$ cat config.mk
export PLATFORM = sky130hd
export DESIGN_NAME = pipelined_prefix_addsub
export DESIGN_NICKNAME = d
export VERILOG_FILES = /design/src/rtl/pipelined_prefix_addsub.sv
export SDC_FILE = /design/constraint.sdc
export NUM_CORES = 1
export LEC_CHECK = 0
export BUFFER_PORTS_ARGS = -buffer_cell sky130_fd_sc_hd__buf_4
export CORE_UTILIZATION = 56
export DETAILED_ROUTE_END_ITERATION = 12
export PLACE_DENSITY = 0.79
export SLEW_MARGIN = 20
export SYNTH_ARGS = -nofsm -noshare
export SYNTH_HDL_FRONTEND = slang
export SYNTH_SLANG_ARGS = --single-unit
$ cat constraint.sdc
create_clock -name clock -period 4.65 [get_ports clock]
set_input_delay 0.6975 -clock clock [delete_from_list [all_inputs] [get_ports clock]]
set_output_delay 0.6975 -clock clock [all_outputs]
set_load 0.05 [all_outputs]
$ cat src/rtl/pipelined_prefix_addsub.sv
// pipelined_prefix_addsub
//   Pipelined WIDTH-bit add / subtract-with-borrow built on a Brent-Kung
//   parallel-prefix carry network. LATENCY register stages are spread
//   evenly over the pre-computation, prefix and post-computation levels.
//   Valid/ready handshakes are provided on both sides. The whole pipe either
//   shifts together or holds together, so bubbles are never collapsed.
//
//   Optional build macro: PPA_SATURATE_EN
//     When defined, a result with signed overflow is clamped to the most
//     positive or most negative value, chosen by the sign of operand a.
//     zero is then taken from the clamped value. cout and ovf still describe
//     the raw result.
//
// Parameters
//   WIDTH    operand/result width (>= 2)
//   LATENCY  register stages from input acceptance to output valid (1..4)
//
// Ports
//   clock       rising-edge clock
//   reset       asynchronous active-high reset
//   in_valid    operand beat present
//   in_ready    a beat can be accepted this cycle (combinational)
//   a, b        operands
//   cin         carry-in (add) / not-borrow-in (sub)
//   sub         0: a+b+cin   1: a+~b+cin
//   out_valid   result beat present
//   out_ready   downstream accepts the result
//   sum         result bits
//   cout        carry out of bit WIDTH-1 (for sub: 1 = no borrow)
//   ovf         signed overflow of this result
//   zero        sum == 0
//   ovf_sticky  set on any accepted overflowing result
//   ovf_clr     synchronous clear of ovf_sticky (a simultaneous set wins)
module pipelined_prefix_addsub #(
    parameter int WIDTH   = 32,
    parameter int LATENCY = 2
) (
    input  logic             clock,
    input  logic             reset,
    input  logic             in_valid,
    output logic             in_ready,
    input  logic [WIDTH-1:0] a,
    input  logic [WIDTH-1:0] b,
    input  logic             cin,
    input  logic             sub,
    output logic             out_valid,
    input  logic             out_ready,
    output logic [WIDTH-1:0] sum,
    output logic             cout,
    output logic             ovf,
    output logic             zero,
    output logic             ovf_sticky,
    input  logic             ovf_clr
);

    // Position 0 of the prefix tree carries cin (G=cin, P=0). Positions
    // 1..WIDTH carry operand bits 0..WIDTH-1. The tree is padded to a power
    // of two; the padding positions hold zeros and never reach the result.
    localparam int NPOS  = WIDTH + 1;
    localparam int LG    = $clog2(NPOS);
    localparam int NP    = 1 << LG;
    localparam int NLEV  = 2 * LG - 1;       // up-sweep + down-sweep levels
    localparam int NSTEP = NLEV + 2;         // pre + prefix levels + post

    typedef struct packed {
        logic [NP-1:0]    g;
        logic [NP-1:0]    p;
        logic [WIDTH-1:0] pt;    // per-bit half sum, kept for the final xor
        logic             amsb;  // sign of operand a, used by the clamp
    } bus_t;

    // A mid-pipeline register r sits after boundary(r) completed steps.
    function automatic int boundary(input int r);
        return ((r + 1) * NSTEP) / LATENCY;
    endfunction

    // Index of the mid register feeding step s, or -1 if s is fed by wires.
    function automatic int mid_at(input int s);
        int idx;
        idx = -1;
        for (int r = 0; r < LATENCY - 1; r++) begin
            if (boundary(r) == s) idx = r;
        end
        return idx;
    endfunction

    // One Brent-Kung level. Levels 1..LG are the up-sweep (span doubles),
    // levels LG+1..2*LG-1 are the down-sweep (span halves) that fills in the
    // positions the up-sweep skipped.
    function automatic bus_t prefix_level(input bus_t x, input int lv);
        bus_t y;
        int   span;
        int   d;
        int   lo;
        logic up;
        y    = x;
        up   = (lv <= LG);
        span = up ? (1 << lv) : (1 << (2 * LG - lv));
        d    = span / 2;
        for (int j = 0; j < NP; j++) begin
            lo = (j >= d) ? j - d : 0;
            if (up ? (((j + 1) % span) == 0)
                   : ((((j + 1) % span) == d) && (j >= span))) begin
                y.g[j] = x.g[j] | (x.p[j] & x.g[lo]);
                y.p[j] = x.p[j] & x.p[lo];
            end
        end
        return y;
    endfunction

    genvar gi;

    logic [LATENCY-1:0] valid_reg;
    logic               advance;
    logic               final_load;

    logic [WIDTH-1:0]   sum_reg;
    logic               cout_reg;
    logic               ovf_reg;
    logic               zero_reg;
    logic               ovf_sticky_reg;

    bus_t               pre_bus;
    bus_t               step_out [0:NSTEP-2];
    bus_t               step_in  [1:NSTEP-1];

    logic [WIDTH-1:0]   sum_next;
    logic               cout_next;
    logic               ovf_next;
    logic               zero_next;

    assign advance   = !valid_reg[LATENCY-1] | out_ready;
    assign in_ready  = advance;
    assign out_valid = valid_reg[LATENCY-1];

    // Pre-computation: generate/propagate per bit with optional inversion of b.
    always_comb begin
        logic [WIDTH-1:0] bp;
        bp           = sub ? ~b : b;
        pre_bus      = '0;
        pre_bus.g[0] = cin;
        for (int i = 0; i < WIDTH; i++) begin
            pre_bus.g[i+1] = a[i] & bp[i];
            pre_bus.p[i+1] = a[i] ^ bp[i];
        end
        pre_bus.pt   = a ^ bp;
        pre_bus.amsb = a[WIDTH-1];
    end

    assign step_out[0] = pre_bus;

    // Mid-pipeline data registers; each loads only when a valid beat enters.
    for (gi = 0; gi < LATENCY - 1; gi++) begin : g_mid
        localparam int SRC = boundary(gi) - 1;
        logic stage_load;
        bus_t data_reg;

        if (gi == 0) begin : g_first
            assign stage_load = in_valid;
        end else begin : g_later
            assign stage_load = valid_reg[gi-1];
        end

        always_ff @(posedge clock or posedge reset) begin
            if (reset) begin
                data_reg <= '0;
            end else if (advance && stage_load) begin
                data_reg <= step_out[SRC];
            end
        end
    end

    // Each step reads either the previous step directly or a pipeline register.
    for (gi = 1; gi < NSTEP; gi++) begin : g_in
        localparam int MIDX = mid_at(gi);
        if (MIDX >= 0) begin : g_reg
            assign step_in[gi] = g_mid[MIDX].data_reg;
        end else begin : g_wire
            assign step_in[gi] = step_out[gi-1];
        end
    end

    for (gi = 1; gi < NSTEP - 1; gi++) begin : g_lvl
        assign step_out[gi] = prefix_level(step_in[gi], gi);
    end

    // Post-computation: after the tree, g[i] is the carry into operand bit i.
    always_comb begin
        sum_next  = step_in[NSTEP-1].pt ^ step_in[NSTEP-1].g[WIDTH-1:0];
        cout_next = step_in[NSTEP-1].g[WIDTH];
        ovf_next  = step_in[NSTEP-1].g[WIDTH-1] ^ step_in[NSTEP-1].g[WIDTH];
`ifdef PPA_SATURATE_EN
        if (ovf_next) begin
            sum_next = step_in[NSTEP-1].amsb ? {1'b1, {(WIDTH-1){1'b0}}}
                                             : {1'b0, {(WIDTH-1){1'b1}}};
        end
`endif
        zero_next = ~|sum_next;
    end

    if (LATENCY == 1) begin : g_final_in
        assign final_load = in_valid;
    end else begin : g_final_mid
        assign final_load = valid_reg[LATENCY-2];
    end

    always_ff @(posedge clock or posedge reset) begin
        if (reset) begin
            valid_reg      <= '0;
            sum_reg        <= '0;
            cout_reg       <= 1'b0;
            ovf_reg        <= 1'b0;
            zero_reg       <= 1'b0;
            ovf_sticky_reg <= 1'b0;
        end else begin
            if (advance) begin
                for (int k = LATENCY - 1; k > 0; k--) begin
                    valid_reg[k] <= valid_reg[k-1];
                end
                valid_reg[0] <= in_valid;
                if (final_load) begin
                    sum_reg  <= sum_next;
                    cout_reg <= cout_next;
                    ovf_reg  <= ovf_next;
                    zero_reg <= zero_next;
                end
            end
            // A qualifying handshake takes priority over a clear.
            if (valid_reg[LATENCY-1] && out_ready && ovf_reg) begin
                ovf_sticky_reg <= 1'b1;
            end else if (ovf_clr) begin
                ovf_sticky_reg <= 1'b0;
            end
        end
    end

    assign sum        = sum_reg;
    assign cout       = cout_reg;
    assign ovf        = ovf_reg;
    assign zero       = zero_reg;
    assign ovf_sticky = ovf_sticky_reg;

endmodule

==> results.tsv <==
stage	metric	value	unit
pwr	Flop pwr share	34.0	%
route	1st-iter DRT viols	195	
job	Max-Cap Viols	0	
global_route	aggregate global routing overflow	0	
synthesis	synth top area cells	dfrtp_1 48%, ha_1 10%, mux2_4 9.9%, xor2_1 7.1%, mux2_2 5.5%	
final_layout	most common cell after layout, fill and taps aside	dfrtp_1	
status	status	finished, final reports clean	
route	routed len/inst	18.1	um
synthesis	Mapped Nets	608	
pwr	sw frac	38.4	%
synthesis	Most used DFF post-synth	dfrtp_1	
synthesis	Avg Inst Size Synth	12.1	um^2
sta	final worst-path cycle share	54.7	%
global_route	vias in the first global route	4387	
sta	Fin. Hold Viols	0	
critical_path	WP data arrival	2.95	ns
route	Via density	5.58	
synthesis	number of synthesized flops with an enable pin	0	
hold_path	hold crit path type	input port to async pin	
final_layout	Final Util	71.0	%
place	post-placement cell count	713	
critical_path	r2r setup slk	2.11	ns
floorplanning	Starting Density	57.8	%
clock_tree	Clock Pin Slew Worst Setup and Hold Paths	0.05	ns
route	met3 wire length	697	um
pwr	P_sw	1.69	mW
place	IO buf count	108	
final_layout	most frequent cells in the layout	114 x dfrtp_1, 109 x buf_4, 54 x nand2_1	
synthesis	Synth top area share	48.1	%
pwr	VDD IR-drop max	0.000330	V
synthesis	Synth cell types	40	
synthesis	Seq/Total Area, Yosys	48.1	%
final_layout	filler instances	724	
critical_path	worst-path fanout max	5	
pwr	Comb power frac	38.9	%
route	Pre-antenna DRT Iters	5	
sta	Slew @ Worst Pin	1.09	ns
route	post-route ant nets	0	
clock_tree	cts hold-fix bufs	0	
critical_path	Crit Path Class	register to register	
final_layout	fin area	7290	um^2
critical_path	Crit Reg-Reg Startpoint	g_mid[0].data_reg[112]	
sta	Max-Slew Margin vs Limit	27.1	%
global_route	largest net degree at the start of global routing	82	
final_layout	n_diodes	0	
synthesis	Async SR Flop Fraction	100	%
route	drc violations	0	
synthesis	synthesized instance count	489	
clock_tree	worst skew pair latency	0.51	ns
global_route	Total GRT Usage	26.5	%
route	highest metal layer with signal wires	met4	
sta	Final Max Tran Viols	0	
route	via count	4137	
synthesis	flops & latches, synth	114	
critical_path	Worst R2R End	zero	
floorplanning	Die Y	105	um
floorplanning	Die ar.	11000	um^2
sta	Hold WS	0.301	ns
clock_tree	Root Buffer	clkbuf_8	
synthesis	yosys warns	0	
pwr	internal power	2.71	mW
floorplanning	Site Rows	37	
critical_path	Worst Reg-to-Reg Cells	8	
final_layout	area of the multi-input gates	2880	um^2
floorplanning	Die W	105	um
sta	RSZ-0062 raised after global routing	no	
final_layout	number of standard cells in the final layout excluding fillers	742	
critical_path	Worst EP required	5.05	ns
global_route	initial antenna violation count	0	
clock_tree	Clock Sinks	114	
final_layout	area grow syn2layout	22.9	%
clock_tree	post-CTS resize count	0	
place	Final HPWL DP	9080	um
clock_tree	CTS tree	built	
route	DRT met1 WL	5970	um
route	Total Routed Length	13400	um
floorplanning	number of top-level pins	109	
clock_tree	Post CTS Setup Buffer Count	0	
pwr	Clock power frac	27.1	%
clock_tree	Longest Clk Path Bufs	2	
route	WL met2	6510	um
place	dpl cell area	6750	um^2
sta	Setup violations, final	0	
critical_path	crit path launch type	register	
sta	Clock Skews	0.00894	ns
place	GP Congestion	0.839	
clock_tree	CTS Buf Count	17	
sta	min cycle time layout	2.54	ns
final_layout	Reg area	2850	um^2
final_layout	# nets final	715	
sta	Sum Neg Setup Slack	0	ns
critical_path	crit path capture type	register	
floorplanning	total core area	10300	um^2
synthesis	Synth area leader	dfrtp_1	
final_layout	Largest register FFs	76	
synthesis	synthesized area	5940	um^2
final_layout	share of layout cells above drive strength 1	35.1	%
sta	fmax	393	MHz
global_route	first-pass GRT wire length	22200	um
clock_tree	H-tree Lvls	4	
pwr	leak pwr	3.63	nW
pwr	Pwr Density	603	nW/um^2
critical path, cell delays in order (launching register included):
cell and delay, ns:
dfrtp_1 0.44, a21o_1 0.26, a21o_1 0.23, a21o_1 0.20, ha_1 0.29, nor4_1 0.32, nand4_1 0.13, or2_0 0.25
o41ai_2 0.31
cell usage after synthesis (2+ instances only):
cell type / instances
nand3_1: 2
clkbuf_1: 4
buf_2: 10
nand2_1: 55
dfrtp_1: 114
nand4_1: 8
o21ai_1: 2
o21ai_0: 43
mux2_2: 29
ha_1: 48
nor2_1: 21
a21o_1: 12
nor4_1: 4
mux2_4: 39
o21a_1: 3
inv_1: 7
a21oi_1: 14
xor2_1: 48
buf_12: 5
metal layers:
| layer | up-vias | global-route usage (%) |
|---|---|---|
| met5 | - | 0 |
| met4 | 0 | 9.96 |
| met3 | 20 | 5.18 |
| met2 | 145 | 42.2 |
| met1 | 2050 | 35.9 |
| li1 | 1922 | - |
layout make-up:
cell class	count	share of cell area (%)
Multi-Input combinational cell	347	39.5
Sequential cell	114	39.1
Timing Repair Buffer	109	11.2
Clock buffer	23	6.67
Tap cell	136	2.33
Clock inverter	6	0.755
Inverter	7	0.429
stage by stage:
| stage | setup slack [ns] | power [mW] |
|---|---|---|
| 2_1_floorplan | 0.937 | 2.67 |
| 3_3_place_gp | 1.94 | 3.15 |
| 3_5_place_dp | 1.81 | 3.20 |
| 4_1_cts | 2.06 | 4.41 |
| 5_1_grt | 1.96 | 4.59 |
| 6_report | 2.11 | 4.39 |
worst max path at each step:
stage               slack, ns  cells past startpoint              startpoint                      to
floorplan                0.94                      1                   reset                    cout
global placement         1.94                      8                     sub  g_mid[0].data_reg[128]
detailed placement       1.81                      8                     sub  g_mid[0].data_reg[128]
CTS                      2.06                      8  g_mid[0].data_reg[112]                    zero
global route             1.96                      8  g_mid[0].data_reg[112]                    zero
finish                   2.11                      8  g_mid[0].data_reg[112]                    zero
power groups by stage:
stage | Sequential [mW] | Combinational [mW] | Clock, mW
after floorplan | 1.99 | 0.674 | 0
after global placement | 1.48 | 1.67 | 0
after detailed placement | 1.50 | 1.70 | 0
after CTS | 1.49 | 1.72 | 1.20
after global routing | 1.53 | 1.82 | 1.25
final | 1.50 | 1.71 | 1.19
kinds of logic (layout without fill, tap and decap cells):
logic type	Yosys count	after routing	share of synthesized area, %
flip-flops	114	114	48.1
AND/OR/NAND/NOR	98	98	7.29
AO/OA/AOI/OAI	84	84	8.45
multiplexers	68	68	15.4
XOR/XNOR	49	49	7.23
adder cells (fa/ha/maj)	48	48	10.1
buffers and inverters	28	145	3.48
(Power assumes the default switching activity.)
